**src/rtl/branch_resolve_unit_if.sv**
```systemverilog
// Request/result bundle between the EX stage driver and the branch resolve unit.
interface branch_resolve_unit_if #(
  parameter int XLEN = 32
);
  logic            in_valid;
  logic [2:0]      in_type;
  logic [XLEN-1:0] in_pc;
  logic [XLEN-1:0] in_rs1;
  logic [XLEN-1:0] in_rs2;
  logic [XLEN-1:0] in_imm;
  logic            in_pred_taken;
  logic            flush;

  logic            out_valid;
  logic            out_taken;
  logic [XLEN-1:0] out_target;
  logic            out_mispredict;
  logic [XLEN-1:0] out_redirect_pc;

  // Pipeline side: issues requests, consumes resolved results.
  modport master (
    output in_valid, in_type, in_pc, in_rs1, in_rs2, in_imm, in_pred_taken, flush,
    input  out_valid, out_taken, out_target, out_mispredict, out_redirect_pc
  );

  // Resolve unit side.
  modport slave (
    input  in_valid, in_type, in_pc, in_rs1, in_rs2, in_imm, in_pred_taken, flush,
    output out_valid, out_taken, out_target, out_mispredict, out_redirect_pc
  );
endinterface

```
**src/rtl/branch_resolve_unit.sv**
```systemverilog
// Branch resolution stage: evaluates compare/jump types, registers the outcome
// one cycle later, flags mispredictions and trains a bimodal 2-bit counter table.
module branch_resolve_unit #(
  parameter int         XLEN        = 32,
  parameter int         BHT_ENTRIES = 64,
  parameter logic [1:0] CNT_INIT    = 2'b01
) (
  input  logic                 clk,
  input  logic                 rst,
  branch_resolve_unit_if.slave bus,
  input  logic [XLEN-1:0]      lookup_pc,
  output logic                 lookup_taken,
  output logic [31:0]          stat_branches,
  output logic [31:0]          stat_mispredicts
);
  localparam int IDX = $clog2(BHT_ENTRIES);

  logic            accept;
  logic            is_cond;
  logic            bht_upd;
  logic            taken;
  logic            mispredict;
  logic [XLEN-1:0] target;
  logic [XLEN-1:0] fall_through;
  logic [IDX-1:0]  upd_idx;
  logic [IDX-1:0]  lookup_idx;
  logic [1:0]      bht_cnt [BHT_ENTRIES];
  logic [1:0]      upd_cur;
  logic [1:0]      upd_next;

  logic            out_valid_reg;
  logic            out_taken_reg;
  logic [XLEN-1:0] out_target_reg;
  logic            out_mispredict_reg;
  logic [XLEN-1:0] out_redirect_reg;
  logic [31:0]     stat_branches_reg;
  logic [31:0]     stat_mispredicts_reg;

  // Only the index bits of the fetch PC select a counter.
  logic unused_lookup_bits;
  assign unused_lookup_bits = ^{lookup_pc[XLEN-1:IDX+2], lookup_pc[1:0]};

  // Type 000 is reserved and silently dropped; 010..111 are conditional.
  assign is_cond      = bus.in_type[2] | bus.in_type[1];
  assign accept       = bus.in_valid & ~bus.flush & (bus.in_type != 3'b000);
  assign bht_upd      = accept & is_cond;
  assign target       = bus.in_pc + bus.in_imm;
  assign fall_through = bus.in_pc + XLEN'(4);
  assign mispredict   = taken ^ bus.in_pred_taken;
  assign upd_idx      = bus.in_pc[IDX+1:2];
  assign lookup_idx   = lookup_pc[IDX+1:2];

  // Direction decision for each branch type.
  always_comb begin
    taken = 1'b0;
    case (bus.in_type)
      3'b001:  taken = 1'b1;
      3'b010:  taken = (bus.in_rs1 == bus.in_rs2);
      3'b011:  taken = (bus.in_rs1 != bus.in_rs2);
      3'b100:  taken = ($signed(bus.in_rs1) <  $signed(bus.in_rs2));
      3'b101:  taken = ($signed(bus.in_rs1) >= $signed(bus.in_rs2));
      3'b110:  taken = (bus.in_rs1 <  bus.in_rs2);
      3'b111:  taken = (bus.in_rs1 >= bus.in_rs2);
      default: taken = 1'b0;
    endcase
  end

  // Saturating increment/decrement of the counter addressed by the branch PC.
  always_comb begin
    upd_cur  = bht_cnt[upd_idx];
    upd_next = upd_cur;
    if (taken) begin
      if (upd_cur != 2'b11) upd_next = upd_cur + 2'd1;
    end else begin
      if (upd_cur != 2'b00) upd_next = upd_cur - 2'd1;
    end
  end

  // One counter per entry; lookup reads the current (pre-update) value.
  generate
    for (genvar gi = 0; gi < BHT_ENTRIES; gi++) begin : g_bht
      logic [1:0] cnt_reg;
      // Counter trains only when a conditional resolves at this index.
      always_ff @(posedge clk) begin
        if (rst) begin
          cnt_reg <= CNT_INIT;
        end else if (bht_upd && (upd_idx == IDX'(gi))) begin
          cnt_reg <= upd_next;
        end
      end
      assign bht_cnt[gi] = cnt_reg;
    end
  endgenerate

  assign lookup_taken = bht_cnt[lookup_idx][1];

  // Output stage: overwritten by every accept, invalidated by any idle cycle.
  always_ff @(posedge clk) begin
    if (rst) begin
      out_valid_reg      <= 1'b0;
      out_taken_reg      <= 1'b0;
      out_target_reg     <= '0;
      out_mispredict_reg <= 1'b0;
      out_redirect_reg   <= '0;
    end else begin
      out_valid_reg <= accept;
      if (accept) begin
        out_taken_reg      <= taken;
        out_target_reg     <= target;
        out_mispredict_reg <= mispredict;
        out_redirect_reg   <= taken ? target : fall_through;
      end
    end
  end

  // Statistics counters, wrapping at 2^32.
  always_ff @(posedge clk) begin
    if (rst) begin
      stat_branches_reg    <= '0;
      stat_mispredicts_reg <= '0;
    end else begin
      if (bht_upd)             stat_branches_reg    <= stat_branches_reg + 32'd1;
      if (accept & mispredict) stat_mispredicts_reg <= stat_mispredicts_reg + 32'd1;
    end
  end

  assign bus.out_valid       = out_valid_reg;
  assign bus.out_taken       = out_taken_reg;
  assign bus.out_target      = out_target_reg;
  assign bus.out_mispredict  = out_mispredict_reg;
  assign bus.out_redirect_pc = out_redirect_reg;
  assign stat_branches       = stat_branches_reg;
  assign stat_mispredicts    = stat_mispredicts_reg;
endmodule

```
**src/flat_wrapper.sv**
```systemverilog
// flat-port wrapper written by rule: the top's interface ports become plain ports
module branch_resolve_unit_flat 
#(
  parameter int         XLEN        = 32,
  parameter int         BHT_ENTRIES = 64,
  parameter logic [1:0] CNT_INIT    = 2'b01
)
  (clk, rst, lookup_pc, lookup_taken, stat_branches, stat_mispredicts, bus_in_valid, bus_in_type, bus_in_pc, bus_in_rs1, bus_in_rs2, bus_in_imm, bus_in_pred_taken, bus_flush, bus_out_valid, bus_out_taken, bus_out_target, bus_out_mispredict, bus_out_redirect_pc);
  branch_resolve_unit_if #(.XLEN(XLEN)) bus_i ();
  input  logic clk;
  input  logic rst;
  input  logic [XLEN-1:0] lookup_pc;
  output logic lookup_taken;
  output logic [31:0] stat_branches;
  output logic [31:0] stat_mispredicts;
  input wire logic [$bits(bus_i.in_valid)-1:0] bus_in_valid;
  input wire logic [$bits(bus_i.in_type)-1:0] bus_in_type;
  input wire logic [$bits(bus_i.in_pc)-1:0] bus_in_pc;
  input wire logic [$bits(bus_i.in_rs1)-1:0] bus_in_rs1;
  input wire logic [$bits(bus_i.in_rs2)-1:0] bus_in_rs2;
  input wire logic [$bits(bus_i.in_imm)-1:0] bus_in_imm;
  input wire logic [$bits(bus_i.in_pred_taken)-1:0] bus_in_pred_taken;
  input wire logic [$bits(bus_i.flush)-1:0] bus_flush;
  output wire logic [$bits(bus_i.out_valid)-1:0] bus_out_valid;
  output wire logic [$bits(bus_i.out_taken)-1:0] bus_out_taken;
  output wire logic [$bits(bus_i.out_target)-1:0] bus_out_target;
  output wire logic [$bits(bus_i.out_mispredict)-1:0] bus_out_mispredict;
  output wire logic [$bits(bus_i.out_redirect_pc)-1:0] bus_out_redirect_pc;
  assign bus_i.in_valid = bus_in_valid;
  assign bus_i.in_type = bus_in_type;
  assign bus_i.in_pc = bus_in_pc;
  assign bus_i.in_rs1 = bus_in_rs1;
  assign bus_i.in_rs2 = bus_in_rs2;
  assign bus_i.in_imm = bus_in_imm;
  assign bus_i.in_pred_taken = bus_in_pred_taken;
  assign bus_i.flush = bus_flush;
  assign bus_out_valid = bus_i.out_valid;
  assign bus_out_taken = bus_i.out_taken;
  assign bus_out_target = bus_i.out_target;
  assign bus_out_mispredict = bus_i.out_mispredict;
  assign bus_out_redirect_pc = bus_i.out_redirect_pc;
  branch_resolve_unit #(.XLEN(XLEN), .BHT_ENTRIES(BHT_ENTRIES), .CNT_INIT(CNT_INIT)) u_core (.clk(clk), .rst(rst), .bus(bus_i), .lookup_pc(lookup_pc), .lookup_taken(lookup_taken), .stat_branches(stat_branches), .stat_mispredicts(stat_mispredicts));
endmodule
```
**config.mk**
```make
export PLATFORM = sky130hd
export DESIGN_NAME = branch_resolve_unit_flat
export DESIGN_NICKNAME = d
export VERILOG_FILES = /design/src/rtl/branch_resolve_unit_if.sv /design/src/rtl/branch_resolve_unit.sv /design/src/flat_wrapper.sv
export SDC_FILE = /design/constraint.sdc
export NUM_CORES = 1
export LEC_CHECK = 0
export BUFFER_PORTS_ARGS = -buffer_cell sky130_fd_sc_hd__buf_4
export CAP_MARGIN = 10
export CORE_MARGIN = 2
export CORE_UTILIZATION = 51
export CTS_CLUSTER_DIAMETER = 200
export DETAILED_ROUTE_END_ITERATION = 16
export PLACE_DENSITY = 0.82
export SKIP_LAST_GASP = 1
export SLEW_MARGIN = 20
export SYNTH_ARGS = -nofsm -noshare
export SYNTH_HDL_FRONTEND = slang
export SYNTH_SLANG_ARGS = --single-unit
```
**constraint.sdc**
```tcl
create_clock -name clk -period 3.3 [get_ports clk]
set_clock_uncertainty 0.15 [all_clocks]
set_input_delay 0.165 -clock clk [delete_from_list [all_inputs] [get_ports clk]]
set_output_delay 0.165 -clock clk [all_outputs]
set_load 0.05 [all_outputs]
```
==> results of run 1 <==
## where the power goes
group	switching (µW)	internal, µW
Combinational	985	588
Clock	1310	1780
Sequential	42.4	3200
Total	2330	5570
## cell type report
type	instances	area [µm²]
clock inverters	7	46.3
well taps	390	488
multi-input cells	1447	9230
inverters	59	221
flip-flops and latches	259	5180
repair buffers	343	2780
fillers	2396	10800
clock buffers	43	858
## per-layer routing
layer / vias up / track usage / part of all wire
met4: 0 / 0.161 / 0.059
met1: 7124 / 0.341 / 0.38
met5: - / 0 / 0
li1: 7187 / - / -
met3: 174 / 0.0496 / 0.084
met2: 726 / 0.500 / 0.48
## worst reg2reg max path, delay by kind of cell (launching register included)
family	cells	cell delay (ns)
adders and majority gates	1	0.38
buffers and inverters	1	0.19
DFF	1	0.32
muxes	3	1.55
and+or+nand+nor	2	0.21
## cells in the mapped netlist (all sizes together) (3+ instances only)
| master | instances | area share |
|---|---|---|
| clkbuf | 97 | 0.024 |
| nor3b | 6 | 0.0037 |
| dfxtp | 259 | 0.34 |
| nor2b | 15 | 0.0061 |
| o31ai | 4 | 0.0020 |
| a21o | 10 | 0.0049 |
| or2 | 5 | 0.0020 |
| nand3 | 121 | 0.040 |
| a221oi | 3 | 0.0017 |
| mux2 | 9 | 0.0066 |
| mux2i | 15 | 0.0098 |
| and4 | 10 | 0.0057 |
| nor2 | 174 | 0.043 |
| mux4 | 63 | 0.093 |
| and3 | 22 | 0.0090 |
| inv | 58 | 0.014 |
| o21a | 10 | 0.0049 |
| nand4 | 28 | 0.011 |
| nand2 | 279 | 0.069 |
| a211oi | 10 | 0.0049 |
| ha | 69 | 0.057 |
| o211ai | 8 | 0.0039 |
| o21bai | 4 | 0.0020 |
| a31o | 3 | 0.0017 |
| a31oi | 8 | 0.0033 |
| buf | 38 | 0.018 |
| or4 | 4 | 0.0020 |
| xnor2 | 41 | 0.024 |
| xor2 | 40 | 0.023 |
| o31a | 4 | 0.0023 |
| or3 | 28 | 0.011 |
| nand2b | 9 | 0.0037 |
| a41oi | 3 | 0.0017 |
| a21oi | 181 | 0.059 |
| o21ai | 211 | 0.069 |
| nor3 | 23 | 0.0075 |
| a211o | 3 | 0.0017 |
| and2 | 4 | 0.0016 |
| nor4 | 4 | 0.0016 |
## cells by family after synthesis
group           Yosys count  share of synthesized area
fa+ha+maj                72                     0.0594
buf+inv                 194                     0.0567
flops                   259                      0.340
simple gates            737                      0.220
compound gates          470                      0.168
xor+xnor                 81                     0.0465
mux                      87                      0.109
## per-stage QoR
stage               cells  TNS (ns)
floorplan            1900         0
global placement     2465         0
detailed placement   2465   -0.0480
CTS                  2547         0
global route         2548   -0.0365
finish               2548         0
## final timing paths
kind | start | slack (ns) | end
worst min-delay path | rst | 0.02 | u_core.g_bht[0].cnt_reg[0]
worst max-delay path | bus_in_pc[0] | 0.15 | u_core.bus.out_redirect_pc[28]
worst max register to register | u_core.g_bht[51].cnt_reg[1] | 0.36 | u_core.g_bht[51].cnt_reg[0]
worst min register to register | u_core.bus.out_target[28] | 0.31 | u_core.bus.out_target[28]
## what timing repair did
item | in CTS | in global routing
hold buffers | 32 | 0
setup endpoints to repair | 0 | 9
gates resized for setup | 0 | 4
hold endpoints to repair | 30 | 0
setup buffers | 0 | 1
==> results.cfg, run 1 <==
[setup_path]
critPathArrivalTime_ns = 3.45
r2r_cells = 7
critPathTopFamily = compound AO/OA/AOI/OAI gates
cp_max_fo = 4
cp-start-kind = input pin
slowest_stage = dlygate4sd3_1
crit_required_ns = 3.60
critical_path.most_common_cell = buf_4
cp_num_buf_inv = 4
slowest_delay_ns = 0.52
cp_num_cells = 15
end_kind = flop
crit_type = in2reg
path_cells = dlygate4sd3_1 > buf_4 > ha_1 > inv_1 > fa_1 > nand2b_1 > a21oi_1 > nor3_1 > o21ai_1 > nand2_1 > o21ai_0 > buf_4 > mux2i_1 > nand3_1 > a32o_1

[finish]
fin_util = 0.636
final_common_cell = buf_4
drive_above_1_share = 0.205
final_nets = 2377
final_cell_mix = buf_4 (301), nand2_1 (279), dfxtp_1 (259), o21ai_0 (208), a21oi_1 (181)
diodes = 0
largest_reg_flops = 128
areaGrowthSynthToFinish_pct = 23.3
final_area_um2 = 18800

[clock_network]
cts_root_buf = clkbuf_16
numCtsBuffers = 29
h-tree-depth = 1
clkTransAtPathRegs_ns = 0.06
clock-sinks = 259
clock_latency_ns = 0.55
clock_path_buffers = 3
cts_tree = built

[yosys]
syn_nets = 2138
postSynthCellCount = 1900
syn_avg_cell_area_um2 = 8.03
ys_seq_area_frac = 0.340
ys_ff_latch = 259
synthArstFlopShare = 0
ys.flop_type = dfxtp_1
ys_warn_count = 0
syn_area_um2 = 15300
synth-edff-count = 0
synth_cell_type_count = 59

[flow_run]
maxCapViolCount = 0

[floorplan]
fp.coreArea_um2 = 29600
rows = 63
start_util = 0.516
dieArea_um2 = 31300
die_x_um = 177
fp.dieH_um = 177
ios = 300

[sta]
maxSlewViolCount = 0
rsz0062_at_grt = true
max_freq_mhz = 318
period_needed_ns = 3.15
worst_slew_pin_slew_ns = 0.813
final-setup-viol-count = 0
holdWs_ns = 0.0238
final_hold_viol_count = 0
final.setup.worst_slack_ns = 0.150
period_share = 0.954
slew_headroom = 0.458

[power]
power_density_nw_per_um2 = 420
ir_worst_vdd_mv = 0.448
finalPower_uw = 7900
p_leak_uw = 0.00733

[placed_design]
gp_congestion = 0.890
dpl.hpwl_um = 33400
post-place-ws_ns = -0.0236
portBuffers = 273
dpl_cell_area_um2 = 17600

[drt]
wire_per_inst_um = 18.5
wirelength_um = 47100
vias = 15200
routed_via_density = 5.97
drc = 0
first_iter_violations = 1304
firstDrtPassIters = 6
ant_nets = 0

[global_route]
grt.total_usage = 0.290
antenna_found_initial = 0
grt_pass1_vias = 14500
grt_pass1_wl_um = 73600
grt-ovfl-total = 0
grt_max_degree = 167

[min_path]
min_path_cells = 3
hp-class = in2reg

[run_status]
status = finished clean
(Power assumes the default switching activity.)
==> run 2, diff against run 1 <==
- clock period: 3.3 -> 2.6 ns (I/O delays scaled with it)
==> results.cfg, run 2 (synthesized netlist as in run 1, its figures left out) <==
[clock_network]
clock_latency_ns = 0.56
numCtsBuffers = 28
cts_tree = built
clock-sinks = 259
clock_path_buffers = 3
cts_root_buf = clkbuf_16
clkTransAtPathRegs_ns = 0.06
h-tree-depth = 1

[sta]
finalSetupTns_ns = -43.69
holdWs_ns = -0.00278
final_hold_viol_count = 1
final-setup-viol-count = 139
worst_slew_pin_slew_ns = 0.789
final.setup.worst_slack_ns = -0.420
period_share = 1.16
slew_headroom = 0.474
period_needed_ns = 3.02
max_freq_mhz = 331
maxSlewViolCount = 0
rsz0062_at_grt = true

[power]
power_density_nw_per_um2 = 519
finalPower_uw = 10700
ir_worst_vdd_mv = 0.562
p_leak_uw = 0.00817

[drt]
wire_per_inst_um = 19.5
vias = 16100
firstDrtPassIters = 6
first_iter_violations = 1607
routed_via_density = 6.06
drc = 0
ant_nets = 0
wirelength_um = 51900

[finish]
final_area_um2 = 20600
diodes = 0
drive_above_1_share = 0.300
final_nets = 2490
final_cell_mix = buf_4 (385), nand2_1 (247), dfxtp_1 (242), o21ai_0 (193), nor2_1 (170)
areaGrowthSynthToFinish_pct = 34.8
stdcell_count = 2663
fillCellCount = 2175
final_common_cell = buf_4
largest_reg_flops = 128

[placed_design]
dpl.hpwl_um = 35800
portBuffers = 273
dpl_cell_area_um2 = 18500
dp_cells = 2565
post-place-ws_ns = -0.529
gp_congestion = 0.940

[global_route]
grt_max_degree = 103
grt.total_usage = 0.307
grt_pass1_vias = 15400
antenna_found_initial = 0
grt-ovfl-total = 0
grt_pass1_wl_um = 77800

[setup_path]
cp_max_fo = 5
end_kind = flop
cp-start-kind = flop
crit_type = reg2reg
critPathArrivalTime_ns = 3.28
crit_required_ns = 2.86

[run_status]
violations = negative hold slack, negative setup slack
status = finished, violations left

[floorplan]
fp.dieH_um = 177
fp.coreArea_um2 = 29600
ios = 300
die_x_um = 177
rows = 63
start_util = 0.516
dieArea_um2 = 31300

[flow_run]
maxCapViolCount = 0

[min_path]
hp-class = in2reg
==> run 2: cell types whose count changed in the layout (fill, tap and decap cells not counted), moves of 15 or more <==
cell | before | now
o21ai_1 | 2 | 17
a21oi_2 | 0 | 17
nand2_2 | 0 | 22
buf_6 | 0 | 21
nand2_1 | 279 | 247
a21oi_1 | 181 | 164
dfxtp_1 | 259 | 242
buf_4 | 301 | 385
o21ai_0 | 208 | 193
==> run 2: timing repair <==
item	4_1_cts	5_1_grt
gates cloned	3	6
hold buffers	28	0
pin swaps	2	19
gates resized for setup	8	140
setup endpoints to repair	133	174
endpoints found under the hold margin	58	0
setup buffers	0	10
==> run 2: layout make-up <==
cell class              instances  area (µm²)  share of cell area
clock buffers                  40         847              0.0412
clock inverters                11         143             0.00693
inverters                      59         236              0.0115
multi-input cells            1448        9760               0.474
flip-flops and latches        259        5220               0.254
well taps                     390         488              0.0237
repair buffers                456        3880               0.189
==> run 2: final timing paths <==
kind,start,end,slack [ns],cells past startpoint
worst min-delay path,bus_in_pc[24],u_core.bus.out_redirect_pc[24],-0.003,6
worst max-delay path,u_core.g_bht[55].cnt_reg[1],u_core.g_bht[0].cnt_reg[0],-0.42,7
worst max register to register,u_core.g_bht[55].cnt_reg[1],u_core.g_bht[0].cnt_reg[0],-0.42,7
worst min register to register,u_core.bus.out_target[27],u_core.bus.out_target[27],0.31,2
==> run 2: critical path, stage by stage, from the launching register on <==
cell and delay [ns]:
dfxtp_2 0.33, mux4_2 0.51, mux4_2 0.50, mux4_2 0.55, maj3_2 0.47, buf_6 0.19, nand2_1 0.10, nand3_1 0.09
==> run 2: per-stage QoR <==
stage,hold WS [ns],util
6_report,-0.00278,0.696
3_5_place_dp,0.300,0.626
4_1_cts,0.0121,0.672
3_3_place_gp,0.289,0.626
5_1_grt,0.0270,0.696
2_1_floorplan,0.152,-
==> run 2: power by group <==
part	switching [µW]	internal [µW]	total [µW]	leakage (µW)
clock network	1690	2560	4250	0.000485
logic	1360	964	2330	0.00558
registers	54.9	4050	4110	0.00211
total	3110	7570	10700	0.00817
==> run 2: routing by layer <==
layer,part of all wire,vias to the layer above,track usage
met5,0,-,0
met4,0.051,0,0.142
met3,0.082,189,0.0524
met2,0.50,822,0.546
met1,0.37,7697,0.358
li1,-,7417,-
